<file path="src/rtl/matrix_result_drain.sv">
// Snapshots the matrix_mult result array LAT cycles after each operand launch and streams it row-major over valid/ready.
// Optional running checksum output enabled by defining MATRIX_DRAIN_CHECKSUM_EN.
module matrix_result_drain #(
    parameter int N     = 4,
    parameter int WIDTH = 16,
    parameter int LAT   = 3
) (
    input  logic                   clk,
    input  logic                   rst_n,
    input  logic                   start,
    input  logic [2*WIDTH-1:0]     C [N][N],
    output logic                   busy,
    output logic [2*WIDTH-1:0]     out_data,
    output logic [$clog2(N)-1:0]   out_row,
    output logic [$clog2(N)-1:0]   out_col,
    output logic                   out_valid,
    input  logic                   out_ready,
    output logic                   out_last
`ifdef MATRIX_DRAIN_CHECKSUM_EN
    ,
    output logic [2*WIDTH-1:0]     checksum
`endif
);

    localparam int IW = $clog2(N);
    localparam int DW = 2 * WIDTH;

    typedef enum logic [1:0] {
        S_IDLE,
        S_WAIT,
        S_STREAM
    } state_t;

    state_t          state_q, state_d;
    logic [7:0]      cnt_q, cnt_d;
    logic [IW-1:0]   row_q, row_d;
    logic [IW-1:0]   col_q, col_d;
    logic [DW-1:0]   snap_q [N][N];
    logic [DW-1:0]   snap_d [N][N];
    logic            at_last;
    logic            handshake;

`ifdef MATRIX_DRAIN_CHECKSUM_EN
    logic [DW-1:0]   sum_q, sum_d;
`endif

    assign at_last   = (row_q == IW'(N - 1)) && (col_q == IW'(N - 1));
    assign handshake = (state_q == S_STREAM) && out_ready;

    always_comb begin
        state_d = state_q;
        cnt_d   = cnt_q;
        row_d   = row_q;
        col_d   = col_q;
        snap_d  = snap_q;
`ifdef MATRIX_DRAIN_CHECKSUM_EN
        sum_d   = sum_q;
`endif
        case (state_q)
            S_IDLE: begin
                if (start) begin
                    cnt_d   = 8'(LAT - 1);
                    state_d = S_WAIT;
`ifdef MATRIX_DRAIN_CHECKSUM_EN
                    sum_d   = '0;
`endif
                end
            end
            S_WAIT: begin
                // C is only trusted on the edge where the counter runs out
                if (cnt_q == 8'd0) begin
                    snap_d  = C;
                    row_d   = '0;
                    col_d   = '0;
                    state_d = S_STREAM;
                end else begin
                    cnt_d = cnt_q - 8'd1;
                end
            end
            S_STREAM: begin
                if (handshake) begin
`ifdef MATRIX_DRAIN_CHECKSUM_EN
                    sum_d = sum_q + snap_q[row_q][col_q];
`endif
                    if (at_last) begin
                        row_d   = '0;
                        col_d   = '0;
                        state_d = S_IDLE;
                    end else if (col_q == IW'(N - 1)) begin
                        col_d = '0;
                        row_d = row_q + 1'b1;
                    end else begin
                        col_d = col_q + 1'b1;
                    end
                end
            end
            default: state_d = S_IDLE;
        endcase
    end

    always_ff @(posedge clk or negedge rst_n) begin
        if (!rst_n) begin
            state_q <= S_IDLE;
            cnt_q   <= '0;
            row_q   <= '0;
            col_q   <= '0;
            for (int i = 0; i < N; i++) begin
                for (int j = 0; j < N; j++) begin
                    snap_q[i][j] <= '0;
                end
            end
`ifdef MATRIX_DRAIN_CHECKSUM_EN
            sum_q   <= '0;
`endif
        end else begin
            state_q <= state_d;
            cnt_q   <= cnt_d;
            row_q   <= row_d;
            col_q   <= col_d;
            snap_q  <= snap_d;
`ifdef MATRIX_DRAIN_CHECKSUM_EN
            sum_q   <= sum_d;
`endif
        end
    end

    // All outputs decode registered state only, so out_ready never reaches them combinationally
    assign busy      = (state_q != S_IDLE);
    assign out_valid = (state_q == S_STREAM);
    assign out_last  = out_valid && at_last;
    assign out_data  = out_valid ? snap_q[row_q][col_q] : '0;
    assign out_row   = row_q;
    assign out_col   = col_q;

`ifdef MATRIX_DRAIN_CHECKSUM_EN
    assign checksum  = sum_q;
`endif

endmodule

</file>
<file path="config.mk">
export PLATFORM = sky130hd
export DESIGN_NAME = matrix_result_drain
export DESIGN_NICKNAME = d
export VERILOG_FILES = /design/src/rtl/matrix_result_drain.sv
export SDC_FILE = /design/constraint.sdc
export NUM_CORES = 1
export LEC_CHECK = 0
export CAP_MARGIN = 20
export CORE_AREA = 2 2 217 219
export DETAILED_ROUTE_END_ITERATION = 8
export DIE_AREA = 0 0 219 221
export DONT_BUFFER_PORTS = 1
export GPL_TIMING_DRIVEN = 0
export PLACE_DENSITY = 0.67
export RECOVER_POWER = 25
export SETUP_SLACK_MARGIN = 0.4
export SYNTH_ARGS = -nofsm -noshare
export SYNTH_HDL_FRONTEND = slang
export SYNTH_SLANG_ARGS = --single-unit
</file>
<file path="constraint.sdc">
create_clock -name clk -period 2.5 [get_ports clk]
set_input_delay 0.5 -clock clk [delete_from_list [all_inputs] [get_ports clk]]
set_output_delay 0.5 -clock clk [all_outputs]
set_load 0.03 [all_outputs]
</file>
==> qor.log, run 1 <==
INFO  outcome        failed_checks=hold timing, slew limit, setup timing
INFO  setup_path     r2r.worst_path.cells=12
INFO  logic_synthesis netlist-cell-type-count=47
INFO  sta            final_hold_viol_count=166
INFO  detailed_routing drc_errors=0
INFO  job            drv_cap=0
INFO  logic_synthesis synth_nets=3,306
INFO  sta            fmax=0.3180GHz
INFO  clocking       clockRootBuffer=sky130_fd_sc_hd__clkbuf_16
INFO  pwr            power_leakage=15.52nW
INFO  final_layout   fillCellCount=3,391
INFO  sta            timing_max_transition_violations_final=388
INFO  pwr            ir_drop_worst_vdd=989.6uV
INFO  die            floorplan.die.width=219um
INFO  clocking       clkTransAtPathRegs=0.07ns
INFO  logic_synthesis synth_area_per_cell=8.707um^2
INFO  logic_synthesis synth_edf_count=0
INFO  final_layout   ff_latch_area=13,170um^2
INFO  sta            layout_min_cycle_time=3.145ns
INFO  detailed_routing routed-via-count=22,860
INFO  detailed_routing first_pass_iters=6
INFO  global_route   grt_start_max_net_pins=527
INFO  logic_synthesis part_of_the_yosys_area_used_for_sequential_elements=0.5434
INFO  sta            rsz0062_at_grt=true
INFO  global_route   total_global_routing_overflow=0
INFO  pwr            power.density=1108nW/um^2
INFO  placed_design  place_hpwl=71.12mm
INFO  logic_synthesis synth.ff_latch_count=526
INFO  pwr            report.power.total=0.03711W
INFO  final_layout   area_delta_synth_final=38.29%
INFO  logic_synthesis yosysTopAreaCell=sky130_fd_sc_hd__dfrtp_1
INFO  outcome        result_of_the_run=complete, but fails checks
INFO  logic_synthesis synthesis.area=24,220um^2
INFO  placed_design  placement.setup.worst_slack=-0.9999ns
INFO  sta            finalSetupViolCount=32
INFO  setup_path     highest_fanout_seen_on_the_critical_path=10
INFO  detailed_routing route.detailed.wl_per_inst=26.43um
INFO  setup_path     critical_path.startpoint_type=register
INFO  global_route   antenna_found_initial=19
INFO  die            rows=79
INFO  final_layout   layout_commonest_cell=sky130_fd_sc_hd__nand2_1
INFO  sta            slew_headroom=-1.007
INFO  sta            layout_setup_ws=-0.6447ns
INFO  detailed_routing routed_wirelength=103.2mm
INFO  sta            fin_worst_hold_slack=-0.4176ns
INFO  logic_synthesis netlist_top_cells_area=sky130_fd_sc_hd__dfrtp_1, sky130_fd_sc_hd__nand2_1, sky130_fd_sc_hd__mux2i_1
INFO  setup_path     arrival=2.64ns
INFO  die            core=46,060um^2
INFO  detailed_routing detail_route.vias_per_cell=5.855
INFO  clocking       tritoncts.num_buffers=56
INFO  sta            period_share=1.258
INFO  logic_synthesis yosys_most_used_dff=sky130_fd_sc_hd__dfrtp_1
INFO  setup_path     cp.required=2.00ns
INFO  final_layout   multi_input_comb_area=11,440um^2
INFO  clocking       cts_tree=built
INFO  die            die_h=221um
INFO  worst_hold_path hold_path_class=input pin to asynchronous set/reset pin
INFO  placed_design  routabilityCongestion=0.9496
INFO  die            starting_density=0.5259
INFO  global_route   grt_pass1_wl=146.2mm
INFO  clocking       clkLatencyLatePin=0.62ns
INFO  detailed_routing drtAntennaViolNets=0
INFO  global_route   first_global_vias=22,890
INFO  final_layout   mostFrequentLayoutCells=sky130_fd_sc_hd__nand2_1, sky130_fd_sc_hd__dfrtp_1, sky130_fd_sc_hd__dlygate4sd3_1
INFO  sta            finClkSkew=0.01397ns
INFO  placed_design  place.port_buffers=0
INFO  clocking       clock_tree.buffer_depth=3
INFO  logic_synthesis ys_async_sr_fraction=1.000
INFO  logic_synthesis netlist.area_leader.share=0.5434
INFO  final_layout   finish.net_count=3,759
INFO  sta            worst-slew-pin-transition=3.010ns
INFO  detailed_routing initialDrtViolationCount=2,479
INFO  final_layout   final_core_util=0.7273
INFO  logic_synthesis ys.warnings.count=0
INFO  clocking       cts.htree.levels=2
INFO  setup_path     path_type_of_the_worst_setup_path=register to output pin
INFO  die            io_pins=555
INFO  clocking       cts_num_sinks=526
INFO  die            design.die.area=48,400um^2
INFO  final_layout   drive_gt1_frac=0.1589
INFO  global_route   grt_util_all_layers=0.4153
INFO  logic_synthesis number_of_standard_cells_after_synthesis=2,782
INFO  setup_path     endpoint_class_of_the_critical_path=output pin
==> cell type report <==
| cell class | instances | share of cell area |
|---|---|---|
| buffer | 176 | 0.05924 |
| clock buffer | 87 | 0.05162 |
| sequential | 526 | 0.3931 |
| clock inverter | 15 | 0.006387 |
| tap | 607 | 0.02267 |
| antenna | 19 | 0.001419 |
| inverter | 7 | 0.0009338 |
| multi-input combinational | 2073 | 0.3416 |
| timing repair buffer | 395 | 0.1230 |
==> worst paths after layout <==
path,start,endpoint,slack (ns)
max,out_col[0]$_DFFE_PN0P_,out_data[3],-0.64
min,rst_n,snap_q[410]$_DFFE_PN0P_,-0.42
max reg2reg,cnt_q[0]$_DFFE_PN0P_,snap_q[417]$_DFFE_PN0P_,0.34
min reg2reg,snap_q[86]$_DFFE_PN0P_,snap_q[86]$_DFFE_PN0P_,0.46
max in group asynchronous,rst_n,out_row[1]$_DFFE_PN0P_,0.45
min in group clk,C[297],snap_q[297]$_DFFE_PN0P_,0.01
==> per-stage QoR <==
stage	hold WS [ns]	area (um^2)	cells	TNS (ns)
2_1_floorplan	0.2044	25150	2782	0
3_3_place_gp	0.2168	25900	3389	-86.70
3_5_place_dp	0.2204	25900	3389	-112.85
4_1_cts	-0.4263	32790	3859	-18.51
5_1_grt	-0.4246	33490	3902	-19.53
6_report	-0.4176	33500	3905	-19.25
==> per-layer routing <==
layer	GRT usage	part of all wire	up-vias	wire, um
li1	-	-	9890	-
met5	0	0.00040	-	41
met3	0.09704	0.11	327	10900
met4	0.2066	0.057	6	5843
met1	0.5339	0.38	11250	39000
met2	0.6602	0.46	1388	47420
==> flip-flops by register name, indices dropped and copies added, names as in the netlist <==
| register | flops |
|---|---|
| snap_q | 512 |
| out_col | 2 |
| state_q | 2 |
| cnt_q | 8 |
| out_row | 2 |
==> repair_timing <==
item,in CTS,in global routing
pin swaps,66,76
setup endpoints to repair,552,402
buffers inserted,17,16
gates resized for setup,338,89
hold endpoints to repair,869,530
hold buffers,343,4
cloned,8,7
==> report_power, final <==
part | total (W) | switching [W] | internal [W] | leakage, nW
Clock | 0.00882 | 0.00358 | 0.00525 | 0.960
Combinational | 0.0128 | 0.00785 | 0.00494 | 8.63
Sequential | 0.0155 | 0.00268 | 0.0128 | 5.93
==> worst max-delay path, stage by stage (launching register included) <==
cell and delay (ns):
sky130_fd_sc_hd__dfrtp_2 0.52, sky130_fd_sc_hd__clkbuf_16 0.20, sky130_fd_sc_hd__buf_4 0.14, sky130_fd_sc_hd__clkbuf_4 0.35, sky130_fd_sc_hd__mux4_2 0.39, sky130_fd_sc_hd__o21ai_4 0.23
sky130_fd_sc_hd__o21ai_4 0.16
==> synthesized netlist by cell type (2+ instances only) <==
cell,count
sky130_fd_sc_hd__and3_1,2
sky130_fd_sc_hd__ha_1,8
sky130_fd_sc_hd__mux4_2,10
sky130_fd_sc_hd__a22o_1,3
sky130_fd_sc_hd__dfrtp_1,526
sky130_fd_sc_hd__nand2_1,1596
sky130_fd_sc_hd__a221oi_1,10
sky130_fd_sc_hd__nand3_1,3
sky130_fd_sc_hd__buf_4,4
sky130_fd_sc_hd__a31oi_1,2
sky130_fd_sc_hd__clkbuf_1,95
sky130_fd_sc_hd__mux2_2,2
sky130_fd_sc_hd__mux2i_1,237
sky130_fd_sc_hd__a21boi_0,2
sky130_fd_sc_hd__inv_1,7
sky130_fd_sc_hd__nand2b_1,3
sky130_fd_sc_hd__xnor2_1,3
sky130_fd_sc_hd__o21ai_0,24
sky130_fd_sc_hd__o221ai_1,2
sky130_fd_sc_hd__nor2_1,9
sky130_fd_sc_hd__or3_1,2
sky130_fd_sc_hd__nor2b_1,4
sky130_fd_sc_hd__o22ai_1,22
sky130_fd_sc_hd__buf_1,4
sky130_fd_sc_hd__a22oi_1,108
sky130_fd_sc_hd__buf_2,73
==> logic make-up (layout without fill, tap and decap cells) <==
| family | count (synthesis) | count (layout) | synth area share |
|---|---|---|---|
| AO/OA/AOI/OAI | 185 | 185 | 0.05480 |
| multiplexers | 249 | 249 | 0.1082 |
| XOR/XNOR | 3 | 3 | 0.001085 |
| other | 0 | 19 | 0 |
| buffers and inverters | 183 | 680 | 0.03275 |
| AND/OR/NAND/NOR | 1628 | 1628 | 0.2557 |
| flip-flops | 526 | 526 | 0.5434 |
| adder cells (fa/ha/maj) | 8 | 8 | 0.004132 |
(Power assumes the default switching activity.)
==> run 2: changes to the inputs <==
Settings changed: CORE_AREA 2 2 217 219 to 2 2 214 216, DIE_AREA 0 0 219 221 to 0 0 216 218, PLACE_DENSITY 0.67 to 0.71.
Clock period 2.5 ns to 2.7 ns, I/O delays scaled along.
==> qor.log, run 2 (synthesis gave the netlist of run 1 again) <==
INFO  pwr            ir_drop_worst_vdd=643.0uV
INFO  pwr            report.power.total=0.03313W
INFO  detailed_routing first_pass_iters=6
INFO  final_layout   number_of_flip_flops_under_the_largest_register_name=512
INFO  setup_path     worst_path_dominant_cell_family=flip-flops
INFO  setup_path     critical_path.slowest_cell=sky130_fd_sc_hd__dfrtp_4
INFO  setup_path     highest_fanout_seen_on_the_critical_path=10
INFO  global_route   total_global_routing_overflow=0
INFO  final_layout   final_area=29,200um^2
INFO  setup_path     critical_path.startpoint_type=register
INFO  final_layout   drive_gt1_frac=0.1577
INFO  setup_path     cp-endpoint=out_data[6]
INFO  sta            final_hold_viol_count=311
INFO  sta            fmax=0.3129GHz
INFO  global_route   grt_pass1_wl=139.0mm
INFO  final_layout   finish.cell_count_without_fillers=3,518
INFO  detailed_routing detail_route.vias_per_cell=5.952
INFO  global_route   antenna_found_initial=23
INFO  clocking       clock_tree.buffer_depth=3
INFO  setup_path     path_cells=nor2b_1, clkbuf_4, clkbuf_8, a22oi_1, nand2_2, o22ai_4
INFO  setup_path     r2r.worst_path.cells=9
INFO  final_layout   finish.net_count=3,387
INFO  worst_hold_path hold_path_class=input pin to asynchronous set/reset pin
INFO  sta            worst-slew-pin-transition=2.169ns
INFO  setup_path     arrival=2.66ns
INFO  setup_path     buffering_stage_count_on_the_worst_path_with_inverters_included=2
INFO  detailed_routing route.detailed.wl_per_inst=27.92um
INFO  global_route   first_global_vias=20,700
INFO  detailed_routing drc_errors=0
INFO  global_route   grt_util_all_layers=0.4120
INFO  die            core=44,890um^2
INFO  outcome        result_of_the_run=complete, but fails checks
INFO  pwr            power.density=1134nW/um^2
INFO  placed_design  place_hpwl=71.46mm
INFO  clocking       clkLatencyLatePin=0.62ns
INFO  final_layout   largestRegisters=snap_q (512), cnt_q (8)
INFO  final_layout   mostFrequentLayoutCells=sky130_fd_sc_hd__nand2_1, sky130_fd_sc_hd__dfrtp_1, sky130_fd_sc_hd__mux2i_1
INFO  die            starting_density=0.5396
INFO  final_layout   fillCellCount=3,764
INFO  clocking       cts_num_sinks=526
INFO  setup_path     cp.required=2.16ns
INFO  outcome        failed_checks=hold timing, slew limit, setup timing
INFO  sta            timing_max_transition_violations_final=242
INFO  clocking       clkTransAtPathRegs=0.06ns
INFO  setup_path     crit-reg2reg-launch=cnt_q[0]$_DFFE_PN0P_
INFO  detailed_routing routed-via-count=20,940
INFO  final_layout   layout_commonest_cell=sky130_fd_sc_hd__nand2_1
INFO  final_layout   area_delta_synth_final=20.56%
INFO  global_route   grt_start_max_net_pins=527
INFO  die            rows=78
INFO  sta            layout_min_cycle_time=3.196ns
INFO  pwr            power_leakage=13.67nW
INFO  sta            finClkSkew=0.01110ns
INFO  detailed_routing initialDrtViolationCount=2,181
INFO  sta            layout_setup_ws=-0.4955ns
INFO  clocking       cts_tree=built
INFO  clocking       clockRootBuffer=sky130_fd_sc_hd__clkbuf_16
INFO  sta            fin_worst_hold_slack=-0.3807ns
INFO  die            design.die.area=47,090um^2
INFO  final_layout   registers.top_by_ff_count=snap_q
INFO  placed_design  dpl_cell_area=25,490um^2
INFO  die            io_pins=555
INFO  sta            finalSetupViolCount=32
INFO  detailed_routing routed_wirelength=98.24mm
INFO  setup_path     worst-path-stages=6
INFO  setup_path     crit_path_start=out_row[1]$_DFFE_PN0P_
INFO  die            floorplan.die.width=216um
INFO  sta            period_share=1.184
INFO  setup_path     reg2reg_to=snap_q[450]$_DFFE_PN0P_
INFO  sta            rsz0062_at_grt=true
INFO  clocking       cts.htree.levels=2
INFO  detailed_routing drtAntennaViolNets=0
INFO  setup_path     reg2reg_slack=0.45ns
INFO  sta            slew_headroom=-0.4458
INFO  job            drv_cap=0
INFO  setup_path     critical_path.max_stage_delay=0.59ns
INFO  placed_design  place.port_buffers=0
INFO  placed_design  routabilityCongestion=0.9596
INFO  clocking       tritoncts.num_buffers=55
INFO  die            die_h=218um
INFO  placed_design  numPlacedInstances=3,383
INFO  final_layout   final_core_util=0.6505
INFO  setup_path     path_type_of_the_worst_setup_path=register to output pin
INFO  setup_path     endpoint_class_of_the_critical_path=output pin
run 2: cell types whose count changed in the layout (fill, tap and decap cells not counted), moves of 6 or more:
cell	previous run	this run
sky130_fd_sc_hd__dlygate4sd3_1	347	0
sky130_fd_sc_hd__buf_2	5	33
sky130_fd_sc_hd__nand2_1	1532	1557
sky130_fd_sc_hd__buf_6	21	6
sky130_fd_sc_hd__nand2_4	14	1
sky130_fd_sc_hd__nand2_2	50	38
sky130_fd_sc_hd__clkbuf_16	82	73
sky130_fd_sc_hd__clkbuf_2	41	33
sky130_fd_sc_hd__diode_2	19	13
run 2: report_power, final:
group | switching [W] | internal, W | total, W | leakage [nW]
clock network | 0.00328 | 0.00456 | 0.00785 | 0.911
registers | 0.00244 | 0.0119 | 0.0143 | 5.93
logic | 0.00696 | 0.00403 | 0.0110 | 6.82
run 2: worst min-delay path by stage:
| stage | start | end | depth (start not counted) | slack (ns) |
|---|---|---|---|---|
| detailed placement | rst_n | snap_q[257]$_DFFE_PN0P_ | 0 | 0.26 |
| floorplan | rst_n | cnt_q[0]$_DFFE_PN0P_ | 0 | 0.24 |
| global route | rst_n | snap_q[257]$_DFFE_PN0P_ | 0 | -0.39 |
| CTS | rst_n | snap_q[257]$_DFFE_PN0P_ | 0 | -0.40 |
| global placement | rst_n | snap_q[257]$_DFFE_PN0P_ | 0 | 0.26 |
| finish | rst_n | snap_q[257]$_DFFE_PN0P_ | 0 | -0.38 |
run 2: worst reg2reg max path: stages, from the launching register on:
cell and delay [ns]:
sky130_fd_sc_hd__dfrtp_1 0.43, sky130_fd_sc_hd__inv_1 0.10, sky130_fd_sc_hd__ha_1 0.16, sky130_fd_sc_hd__nor4b_4 0.32, sky130_fd_sc_hd__buf_4 0.19, sky130_fd_sc_hd__nand3_4 0.15
sky130_fd_sc_hd__buf_4 0.29, sky130_fd_sc_hd__clkbuf_2 0.27, sky130_fd_sc_hd__nand2_1 0.15, sky130_fd_sc_hd__nand2_1 0.07
run 2: final cells by class:
cell class	count	area, um^2	area share
antenna	13	32.53	0.001114
buffer	176	1764	0.06041
clock buffer	83	1684	0.05767
clock inverter	16	162.7	0.005570
inverter	7	26.28	0.0008997
multi-input combinational	2073	11280	0.3862
sequential	526	13170	0.4510
tap	600	750.7	0.02571
timing repair buffer	24	334.1	0.01144
run 2: per-stage QoR:
step	worst slack, ns	setup TNS (ns)	hold WS (ns)
2_1_floorplan	0.3845	0	0.2444
3_3_place_gp	-1.107	-48.29	0.2560
3_5_place_dp	-0.9595	-55.33	0.2597
4_1_cts	-0.4782	-13.86	-0.3969
5_1_grt	-0.5223	-14.83	-0.3939
6_report	-0.4955	-13.67	-0.3807
run 2: repair_timing:
item / 4_1_cts / 5_1_grt
gates resized for setup: 309 / 176
endpoints found under the hold margin: 526 / 526
cloned: 6 / 4
buffers inserted: 7 / 6
setup endpoints to repair: 546 / 536
pin swaps: 63 / 41
run 2: routing by layer:
metal / global-route usage / wire length (um) / vias to the layer above
met5: 0 / 100 / -
met3: 0.1258 / 10570 / 270
li1: - / - / 9117
met1: 0.5164 / 37110 / 10360
met4: 0.1984 / 4753 / 16
met2: 0.6549 / 45710 / 1175
